$ cat src/rtl/mips_enc_pkg.sv
// rtl/mips_enc_pkg.sv - shared instruction kinds, MIPS opcode/funct values, encoder FSM states and field packing helpers
package mips_enc_pkg;

    typedef enum logic [4:0] {
        KIND_ADD   = 5'd0,
        KIND_ADDU  = 5'd1,
        KIND_SUB   = 5'd2,
        KIND_SUBU  = 5'd3,
        KIND_AND   = 5'd4,
        KIND_OR    = 5'd5,
        KIND_SLT   = 5'd6,
        KIND_ADDI  = 5'd7,
        KIND_ADDIU = 5'd8,
        KIND_ANDI  = 5'd9,
        KIND_ORI   = 5'd10,
        KIND_LUI   = 5'd11,
        KIND_BEQ   = 5'd12,
        KIND_BNE   = 5'd13,
        KIND_LW    = 5'd14,
        KIND_SW    = 5'd15,
        KIND_J     = 5'd16
    } kind_e;

    // Opcode values shared with the decoder's opcode table.
    localparam logic [5:0] OP_RTYPE = 6'h00;
    localparam logic [5:0] OP_J     = 6'h02;
    localparam logic [5:0] OP_BEQ   = 6'h04;
    localparam logic [5:0] OP_BNE   = 6'h05;
    localparam logic [5:0] OP_ADDI  = 6'h08;
    localparam logic [5:0] OP_ADDIU = 6'h09;
    localparam logic [5:0] OP_ANDI  = 6'h0C;
    localparam logic [5:0] OP_ORI   = 6'h0D;
    localparam logic [5:0] OP_LUI   = 6'h0F;
    localparam logic [5:0] OP_LW    = 6'h23;
    localparam logic [5:0] OP_SW    = 6'h2B;

    localparam logic [5:0] FN_ADD  = 6'h20;
    localparam logic [5:0] FN_ADDU = 6'h21;
    localparam logic [5:0] FN_SUB  = 6'h22;
    localparam logic [5:0] FN_SUBU = 6'h23;
    localparam logic [5:0] FN_AND  = 6'h24;
    localparam logic [5:0] FN_OR   = 6'h25;
    localparam logic [5:0] FN_SLT  = 6'h2A;

    typedef enum logic [1:0] {
        ST_IDLE = 2'd0,
        ST_WR   = 2'd1,
        ST_FULL = 2'd2,
        ST_DONE = 2'd3
    } state_e;

    function automatic logic [31:0] pack_r(input logic [4:0] rs, input logic [4:0] rt,
                                           input logic [4:0] rd, input logic [5:0] fn);
        return {OP_RTYPE, rs, rt, rd, 5'd0, fn};
    endfunction

    function automatic logic [31:0] pack_i(input logic [5:0] op, input logic [4:0] rs,
                                           input logic [4:0] rt, input logic [15:0] imm);
        return {op, rs, rt, imm};
    endfunction

endpackage

$ cat src/rtl/mips_field_packer.sv
// rtl/mips_field_packer.sv - combinational descriptor to 32-bit MIPS word packer with kind validity flag
module mips_field_packer
    import mips_enc_pkg::*;
(
    input  logic [4:0]  kind,
    input  logic [4:0]  rs,
    input  logic [4:0]  rt,
    input  logic [4:0]  rd,
    input  logic [15:0] imm,
    input  logic [25:0] target,
    output logic [31:0] word,
    output logic        kind_valid
);

    always_comb begin
        word       = '0;
        kind_valid = 1'b1;
        case (kind)
            KIND_ADD:   word = pack_r(rs, rt, rd, FN_ADD);
            KIND_ADDU:  word = pack_r(rs, rt, rd, FN_ADDU);
            KIND_SUB:   word = pack_r(rs, rt, rd, FN_SUB);
            KIND_SUBU:  word = pack_r(rs, rt, rd, FN_SUBU);
            KIND_AND:   word = pack_r(rs, rt, rd, FN_AND);
            KIND_OR:    word = pack_r(rs, rt, rd, FN_OR);
            KIND_SLT:   word = pack_r(rs, rt, rd, FN_SLT);
            KIND_ADDI:  word = pack_i(OP_ADDI, rs, rt, imm);
            KIND_ADDIU: word = pack_i(OP_ADDIU, rs, rt, imm);
            KIND_ANDI:  word = pack_i(OP_ANDI, rs, rt, imm);
            KIND_ORI:   word = pack_i(OP_ORI, rs, rt, imm);
            // LUI has no source register; rs is forced to zero.
            KIND_LUI:   word = pack_i(OP_LUI, 5'd0, rt, imm);
            KIND_BEQ:   word = pack_i(OP_BEQ, rs, rt, imm);
            KIND_BNE:   word = pack_i(OP_BNE, rs, rt, imm);
            KIND_LW:    word = pack_i(OP_LW, rs, rt, imm);
            KIND_SW:    word = pack_i(OP_SW, rs, rt, imm);
            KIND_J:     word = {OP_J, target};
            default:    kind_valid = 1'b0;
        endcase
    end

endmodule

$ cat src/rtl/mips_instr_encoder.sv
// rtl/mips_instr_encoder.sv - descriptor encoder and sequential imem writer; optional halt stub under ENC_HALT_STUB_EN
module mips_instr_encoder
    import mips_enc_pkg::*;
#(
    parameter int ADDR_W    = 10,
    parameter int BASE_ADDR = 0
)(
    input  logic              clk,
    input  logic              rst,
    input  logic              in_valid,
    output logic              in_ready,
    input  logic [4:0]        in_kind,
    input  logic [4:0]        in_rs,
    input  logic [4:0]        in_rt,
    input  logic [4:0]        in_rd,
    input  logic [15:0]       in_imm,
    input  logic [25:0]       in_target,
    input  logic              seal,
    output logic              imem_we,
    input  logic              imem_ack,
    output logic [ADDR_W-1:0] imem_addr,
    output logic [31:0]       imem_wdata,
    output logic [ADDR_W:0]   count,
    output logic              inv_op,
    output logic              full,
    output logic              sealed
);

    localparam logic [ADDR_W:0] WORDS = {1'b1, {ADDR_W{1'b0}}};
    localparam logic [ADDR_W:0] ONE   = {{ADDR_W{1'b0}}, 1'b1};

    state_e            state;
    logic [ADDR_W:0]   count_q;
    logic [31:0]       wdata_q;
    logic              inv_q;
    logic              stub_q;
    logic [31:0]       enc_word;
    logic              enc_valid;
    logic [ADDR_W:0]   count_inc;
    logic [25:0]       stub_target;
    logic              seal_req;

    mips_field_packer u_packer (
        .kind       (in_kind),
        .rs         (in_rs),
        .rt         (in_rt),
        .rd         (in_rd),
        .imm        (in_imm),
        .target     (in_target),
        .word       (enc_word),
        .kind_valid (enc_valid)
    );

    assign count_inc   = count_q + ONE;
    // Halt stub jumps to its own address, giving the core a tight spin loop.
    assign stub_target = 26'(BASE_ADDR) + 26'(count_q);

`ifdef ENC_HALT_STUB_EN
    assign seal_req = seal;
    assign sealed   = (state == ST_DONE);
`else
    logic unused_seal;
    assign seal_req    = 1'b0;
    assign sealed      = 1'b0;
    assign unused_seal = seal;
`endif

    assign in_ready   = (state == ST_IDLE);
    assign imem_we    = (state == ST_WR);
    assign full       = (state == ST_FULL);
    assign imem_addr  = count_q[ADDR_W-1:0];
    assign imem_wdata = wdata_q;
    assign count      = count_q;
    assign inv_op     = inv_q;

    always_ff @(posedge clk) begin
        if (rst) begin
            state   <= ST_IDLE;
            count_q <= '0;
            wdata_q <= '0;
            inv_q   <= 1'b0;
            stub_q  <= 1'b0;
        end else begin
            inv_q <= 1'b0;
            case (state)
                ST_IDLE: begin
                    // A descriptor takes precedence; a held seal is served once the input goes quiet.
                    if (in_valid) begin
                        if (enc_valid) begin
                            wdata_q <= enc_word;
                            stub_q  <= 1'b0;
                            state   <= ST_WR;
                        end else begin
                            inv_q <= 1'b1;
                        end
                    end else if (seal_req) begin
                        wdata_q <= {OP_J, stub_target};
                        stub_q  <= 1'b1;
                        state   <= ST_WR;
                    end
                end
                ST_WR: begin
                    if (imem_ack) begin
                        count_q <= count_inc;
                        if (stub_q) begin
                            state <= ST_DONE;
                        end else if (count_inc == WORDS) begin
                            state <= ST_FULL;
                        end else begin
                            state <= ST_IDLE;
                        end
                    end
                end
                ST_FULL: state <= ST_FULL;
                ST_DONE: state <= ST_DONE;
                default: state <= ST_IDLE;
            endcase
        end
    end

endmodule

$ cat config.mk
export PLATFORM = sky130hd
export DESIGN_NAME = mips_instr_encoder
export DESIGN_NICKNAME = d
export VERILOG_FILES = /design/src/rtl/mips_enc_pkg.sv /design/src/rtl/mips_field_packer.sv /design/src/rtl/mips_instr_encoder.sv
export SDC_FILE = /design/constraint.sdc
export NUM_CORES = 1
export LEC_CHECK = 0
export ABC_AREA = 1
export CORE_ASPECT_RATIO = 0.6
export CORE_MARGIN = 3
export CORE_UTILIZATION = 41
export DETAILED_ROUTE_END_ITERATION = 8
export PLACE_DENSITY = 0.8
export SETUP_SLACK_MARGIN = 0.2
export SLEW_MARGIN = 10
export SYNTH_ARGS = -nofsm -noshare
export SYNTH_HDL_FRONTEND = slang
export SYNTH_SLANG_ARGS = --single-unit
$ cat constraint.sdc
create_clock -name clk -period 2 [get_ports clk]
set_input_delay 0.2 -clock clk [delete_from_list [all_inputs] [get_ports clk]]
set_output_delay 0.2 -clock clk [all_outputs]
set_load 0.005 [all_outputs]
# Yosys cells after proc, flatten, opt, wreduce, memory -nomap -nowiden
# Cells that the tools add are included.
[op_classes] add_sub_neg=1 n_eq_ne=23 muxes=8 bitwise_logic=2 reduce_logical=7
[op_table] op="$pmux W32 S17" count=1
[op_table] op="$eq A5 B4 Y1 const B" count=8
[op_table] op="$eq A5 B3 Y1 const B" count=4
[op_table] op="$reduce_or A17 Y1" count=1
[op_table] op="$add A11 B1 Y11 const B" count=1
[op_table] op="$eq A11 B11 Y1 const B" count=1
[op_table] op="$eq A5 B2 Y1 const B" count=2
[op_table] op="$mux W2" count=4
[op_table] op="$pmux W2 S4" count=1
[op_table] op="$reduce_and A3 Y1" count=2
[op_table] op="$eq A5 B1 Y1 const B" count=1
[op_table] op="$eq A5 B5 Y1 const B" count=1
[op_table] op="$logic_not A5 Y1" count=1
[op_table] op="$eq A2 B2 Y1 const B" count=2
[op_table] op="$ne A2 B1 Y1 const B" count=2
[op_table] op="$reduce_or A3 Y1" count=1
[op_table] op="$eq A2 B1 Y1 const B" count=1
[op_table] op="$logic_not A2 Y1" count=1
[op_table] op="$mux W1" count=2
[op_table] op="$ne A2 B2 Y1 const B" count=1
[op_table] op="$not A1 Y1" count=2
[op_table] op="$reduce_and A2 Y1" count=1
[totals] register_bits=46 inputBits=67 output_inout_bits=58 word_cells=45

# Longest topological paths before layout
[depth] word_depth=6 mapped_depth=12 ltp_nobuf=12

# Modules after synthesis
# A second synthesis with hierarchy kept.
[hier_totals] hier_cells=406 area_unflattened_um2=2726.4
[modules_own_cells] module="mips_instr_encoder" n_inst=1 cells_per_inst=285 area_per_inst_um2=2070.7 seq_area_each_um2=920.9
[modules_own_cells] module="mips_field_packer" n_inst=1 cells_per_inst=121 area_per_inst_um2=655.6 seq_area_each_um2=0.0

# Least setup slack after synthesis
# OpenSTA, ideal clock, no wires.
[synth_path] path_kind="register to register" startpoint="register count_q[1] (netlist: count[1])" endpoint="register state[1]" arrival_time_ps=1418 t_required_ps=1930 path_slack_ps=512 path_stages_with_launch=12 path_cell_list="dfxtp_1 > ha_1 > nand3_1 > nor2_1 > nand3_1 > nand2_1 > nand2_1 > nor2_1 > nand2_1 > nand2_1 > nand2_1 > a21oi_1"
[synth_between] elab_chain_len=5
[synth_lines] item="start, declared" line="mips_instr_encoder.sv:33" text="logic [ADDR_W:0] count_q;"
[synth_lines] item="start signal, assigned" line="mips_instr_encoder.sv:104" text="count_q <= count_inc;"
[synth_lines] item="$add A11 B1 Y11" line="mips_instr_encoder.sv:54" text="assign count_inc = count_q + ONE;"
[synth_lines] item="$eq A11 B11 Y1" line="mips_instr_encoder.sv:107" text="end else if (count_inc == WORDS) begin"
[synth_lines] item="$mux W2" line="mips_instr_encoder.sv:107"
[synth_lines] item="$mux W2" line="mips_instr_encoder.sv:103" text="if (imem_ack) begin"
[synth_lines] item="$pmux W2 S4" line="mips_instr_encoder.sv:85" text="case (state)"
[synth_lines] item="end signal, assigned" line="mips_instr_encoder.sv:106" text="state <= ST_DONE;"
[synth_lines] item="end signal, assigned" line="mips_instr_encoder.sv:108" text="state <= ST_FULL;"
[synth_lines] item="end signal, assigned" line="mips_instr_encoder.sv:110" text="state <= ST_IDLE;"
[synth_lines] item="end, declared" line="mips_instr_encoder.sv:32" text="state_e state;"
# Every way passes these cells. The select of a mux whose other input is x is not followed.
# A chain may end at the register's enable or synchronous reset.

# Worst setup path after layout
[layout_path] startpoint="register state[0]" endpoint="output port in_ready"
[layout_between] elab_chain_len=1
[layout_lines] item="start signal, assigned" line="mips_instr_encoder.sv:78" text="state <= ST_IDLE;"
[layout_lines] item="start signal, assigned" line="mips_instr_encoder.sv:92" text="state <= ST_WR;"
[layout_lines] item="start signal, assigned" line="mips_instr_encoder.sv:99" text="state <= ST_WR;"
[layout_lines] item="$logic_not A2 Y1" line="mips_instr_encoder.sv:68" text="assign in_ready = (state == ST_IDLE);"
[layout_lines] item="end, declared" line="mips_instr_encoder.sv:11" text="output logic in_ready,"
# Every way passes these cells.

==> results by stage <==
GRT:
- The maximum number of pins on one net before global-route repair is 31.
- The number of antenna violations at the first check in global routing is 0.
- The via count of the first global-routing pass is 2619.
- The total global routing overflow is 0.
- The global routing usage summed across all routing layers is 21.0%.
- The first-pass GRT wire length is 12.2 mm.

STA:
- Final hold analysis gives a worst-case slack of 0.465 ns.
- The count of endpoints failing hold in the final timing report came to 0.
- The post-route clock skew is 0.00955 ns.
- The number of endpoints failing setup at the final stage is 0.
- Derived from the worst setup path, the maximum achievable clock frequency is 0.585 GHz.
- The worst path in the final design needs a cycle of 1.71 ns, including I/O delays and setup.
- The part of the cycle the worst path needs is 85.5%.
- The max-slew violation total from the final report came to 0.
- Setup repair after global routing could not meet its margin everywhere.

Floorplanning:
- In this run the horizontal extent of the chip is 110 um.
- The floorplan has 21 rows.
- The initial core utilization is 44.9%.
- The core region is 5890 um2.
- The area enclosed by the die boundary is 7470 um2.
- During I/O placement, the number of pins put on the boundary was 125.
- The overall die height is 68.2 um.

Clock tree:
- In this run, post-CTS hold repair placed 0 buffers.
- The root buffer cell chosen for the clock tree is clkbuf_8.
- The clock tree from TritonCTS is yes.
- The later pin in the worst-skew pair is clocked with a latency of 0.29 ns.
- In this run, CTS created clock tree buffers numbering 5.
- The clock slew at the register clock pins of the worst setup and hold paths is 0.09 ns.
- The clock passes through at most 2 buffers.
- For this design, the sink count on the clock tree is 45.
- The depth of the CTS H-tree is 2.

Power and ir drop:
- The largest voltage drop on the vdd net is 268 uV.
- The power density of the placed cells is 533 nW/um2.
- The leakage power summed over all cells is 1.66 nW.

Routing:
- The first routing iteration left 142 violations.
- Summed over all layers, the routed wires come to 7.88 mm.
- The total via count after detailed routing is 2937.
- The routed via count divided by cell count is 4.94.
- The number of detailed-route iterations in the first pass is 4.
- In the final routed layout, each cell accounts on average for 13.2 um.
- The remaining antenna violation count is 0.
- The remaining routing DRC violations is 0.

Setup path:
- The class of the most critical setup path is flop to output pin.
- The data required time at the worst endpoint is 1.80 ns.
- The largest single stage delay on the critical path is 0.51 ns.
- The maximum fanout along the worst path is 4.
- The standard cell with the maximum stage delay on the critical path is clkdlybuf4s50_1.
- The worst setup path is launched from a flop.
- Traced cell by cell, the critical path runs through inv_1 -> ha_2 -> clkdlybuf4s50_1.
- The critical path endpoint category is an output pin.
- The length in cells of the worst reg-to-reg path is 11.
- The arrival time of data at the critical path endpoint is 1.51 ns.

Logic synthesis:
- The number of flip-flops and latches in the synthesized netlist is 45.
- The number of standard cells after synthesis is 398.
- The post-synthesis average cell area is 6.63 um2.
- The fraction of synthesis flops using an asynchronous set or reset pin is 0%.
- The Yosys warning count is 0.
- The main flop type after synthesis is dfxtp_1.
- For this run, the register share of the synthesized area comes to 34.1%.
- The synthesized design devotes to its leading area cell type 34.1% of total area.
- The library cell with the largest summed area after synthesis is dfxtp_1.
- The synthesized netlist contains 32 unique library cells.
- In this run the cell area of the synthesized design comes to 2640 um2.
- In the post-synthesis netlist, the biggest area contributors are dfxtp_1 (34%), nand2_1 (20%), a21oi_1 (8.2%).
- nand2_1 is the most common cell in the netlist.
- By count the netlist is led by nand2_1 (144), dfxtp_1 (45), a21oi_1 (43), inv_1 (39), nor2_1 (21).
- In this run, synthesis inferred 0 flip-flops with an integrated enable.

Cells and area:
- In the final layout, the share of cells above drive strength 1 is 7.77%.
- The number of nets in the finished design is 587.
- The end-of-flow core utilization is 67.4%.
- 0 antenna diodes ended up in the layout.
- The final cell area excluding filler cells is 3970 um2.
- The area added between synthesis and finish is 50.3%.

Hold path:
- Along the worst hold path, the cell count comes to 2.
- The class of the most critical hold timing path is flop to flop.

Job:
- The max-cap check violation count is 0.

Placed design:
- The total half-perimeter wirelength after legalization and detailed placement is 6.25 mm.
- The final RePlAce weighted congestion is 0.902.
- Once placement finished, the instance area stood at 3850 um2.
- The total of buffers placed on input and output ports is 121.

Status:
- The run finished with clean final reports.
==> stage by stage <==
stage	setup TNS [ns]	instances	total power [mW]	setup WS (ns)
finish	0	595	2.11	0.290
global route	0	595	2.23	0.174
CTS	0	595	2.12	0.221
detailed placement	-0.00919	587	1.57	-0.00620
global placement	0	587	1.56	0.0452
floorplan	0	399	1.28	0.512
==> kinds of logic (layout without fill, tap and decap cells) <==
logic type	Yosys count	count (layout)	share of synthesized area, %
simple gates	190	190	30.3
compound gates	84	84	18.0
buf+inv	72	188	14.6
fa+ha+maj	6	6	2.84
other cells	1	2	0.142
flops	45	45	34.1
==> layout make-up <==
| class | count | area [um2] |
|---|---|---|
| Clock buffer | 6 | 72.6 |
| Clock inverter | 2 | 10.0 |
| Fill cell | 532 | 1920 |
| Inverter | 43 | 166 |
| Multi-Input combinational cell | 282 | 1380 |
| Sequential cell | 45 | 903 |
| Tap cell | 80 | 100 |
| Timing Repair Buffer | 137 | 1340 |
==> layer usage <==
metal	wire [um]	global-route usage (%)	up-vias
met2	3380	34.3	124
li1	-	-	1492
met5	0	0	-
met1	3600	26.8	1314
met3	831	7.26	7
met4	67	5.13	0
==> worst max-delay path: cells and delay by family, from the launching register on <==
| kind | cells | cell delay [ns] |
|---|---|---|
| buffers and inverters | 2 | 0.64 |
| adders and majority gates | 1 | 0.22 |
| DFF | 1 | 0.35 |
==> flip-flops by register name, indices dropped and copies added, names as in the netlist <==
register / count
state: 2
inv_op: 1
imem_wdata: 31
count: 11
==> worst paths after layout <==
path / startpoint / endpoint / slack (ns)
setup reg to reg: count[1] / state[1] / 0.33
hold reg to reg: imem_wdata[20] / imem_wdata[20] / 0.46
hold / removal: imem_wdata[20] / imem_wdata[20] / 0.46
setup / recovery: state[0] / in_ready / 0.29
==> cell usage in the layout, fill, tap and decap left out, types with 2 or more instances in the layout <==
| master | count |
|---|---|
| a22o_1 | 5 |
| inv_1 | 39 |
| inv_2 | 2 |
| buf_4 | 14 |
| o211ai_1 | 5 |
| a31oi_1 | 2 |
| nand2_1 | 144 |
| nand3_1 | 12 |
| conb_1 | 2 |
| a21oi_1 | 43 |
| nor2_2 | 3 |
| nor2_4 | 2 |
| o21ai_1 | 2 |
| o21ai_0 | 19 |
| dfxtp_1 | 43 |
| ha_2 | 2 |
| nand2_2 | 2 |
| buf_6 | 2 |
| clkbuf_8 | 5 |
| nor3_1 | 4 |
| a22oi_1 | 5 |
| nor2_1 | 18 |
| clkdlybuf4s50_1 | 120 |
| clkinv_2 | 2 |
| ha_1 | 4 |
| dfxtp_2 | 2 |
==> where the power goes <==
part / leakage (nW) / switching (mW) / internal [mW] / total, mW
logic: 1.25 / 0.257 / 0.318 / 0.574
clock network: 0.0450 / 0.313 / 0.243 / 0.556
registers: 0.366 / 0.0425 / 0.941 / 0.983
==> what timing repair did <==
action | CTS | global route
endpoints found under the setup margin | 0 | 32
buffers inserted | 0 | 0
resized for setup | 0 | 15
No activity file was read; power rests on OpenSTA's default activity.
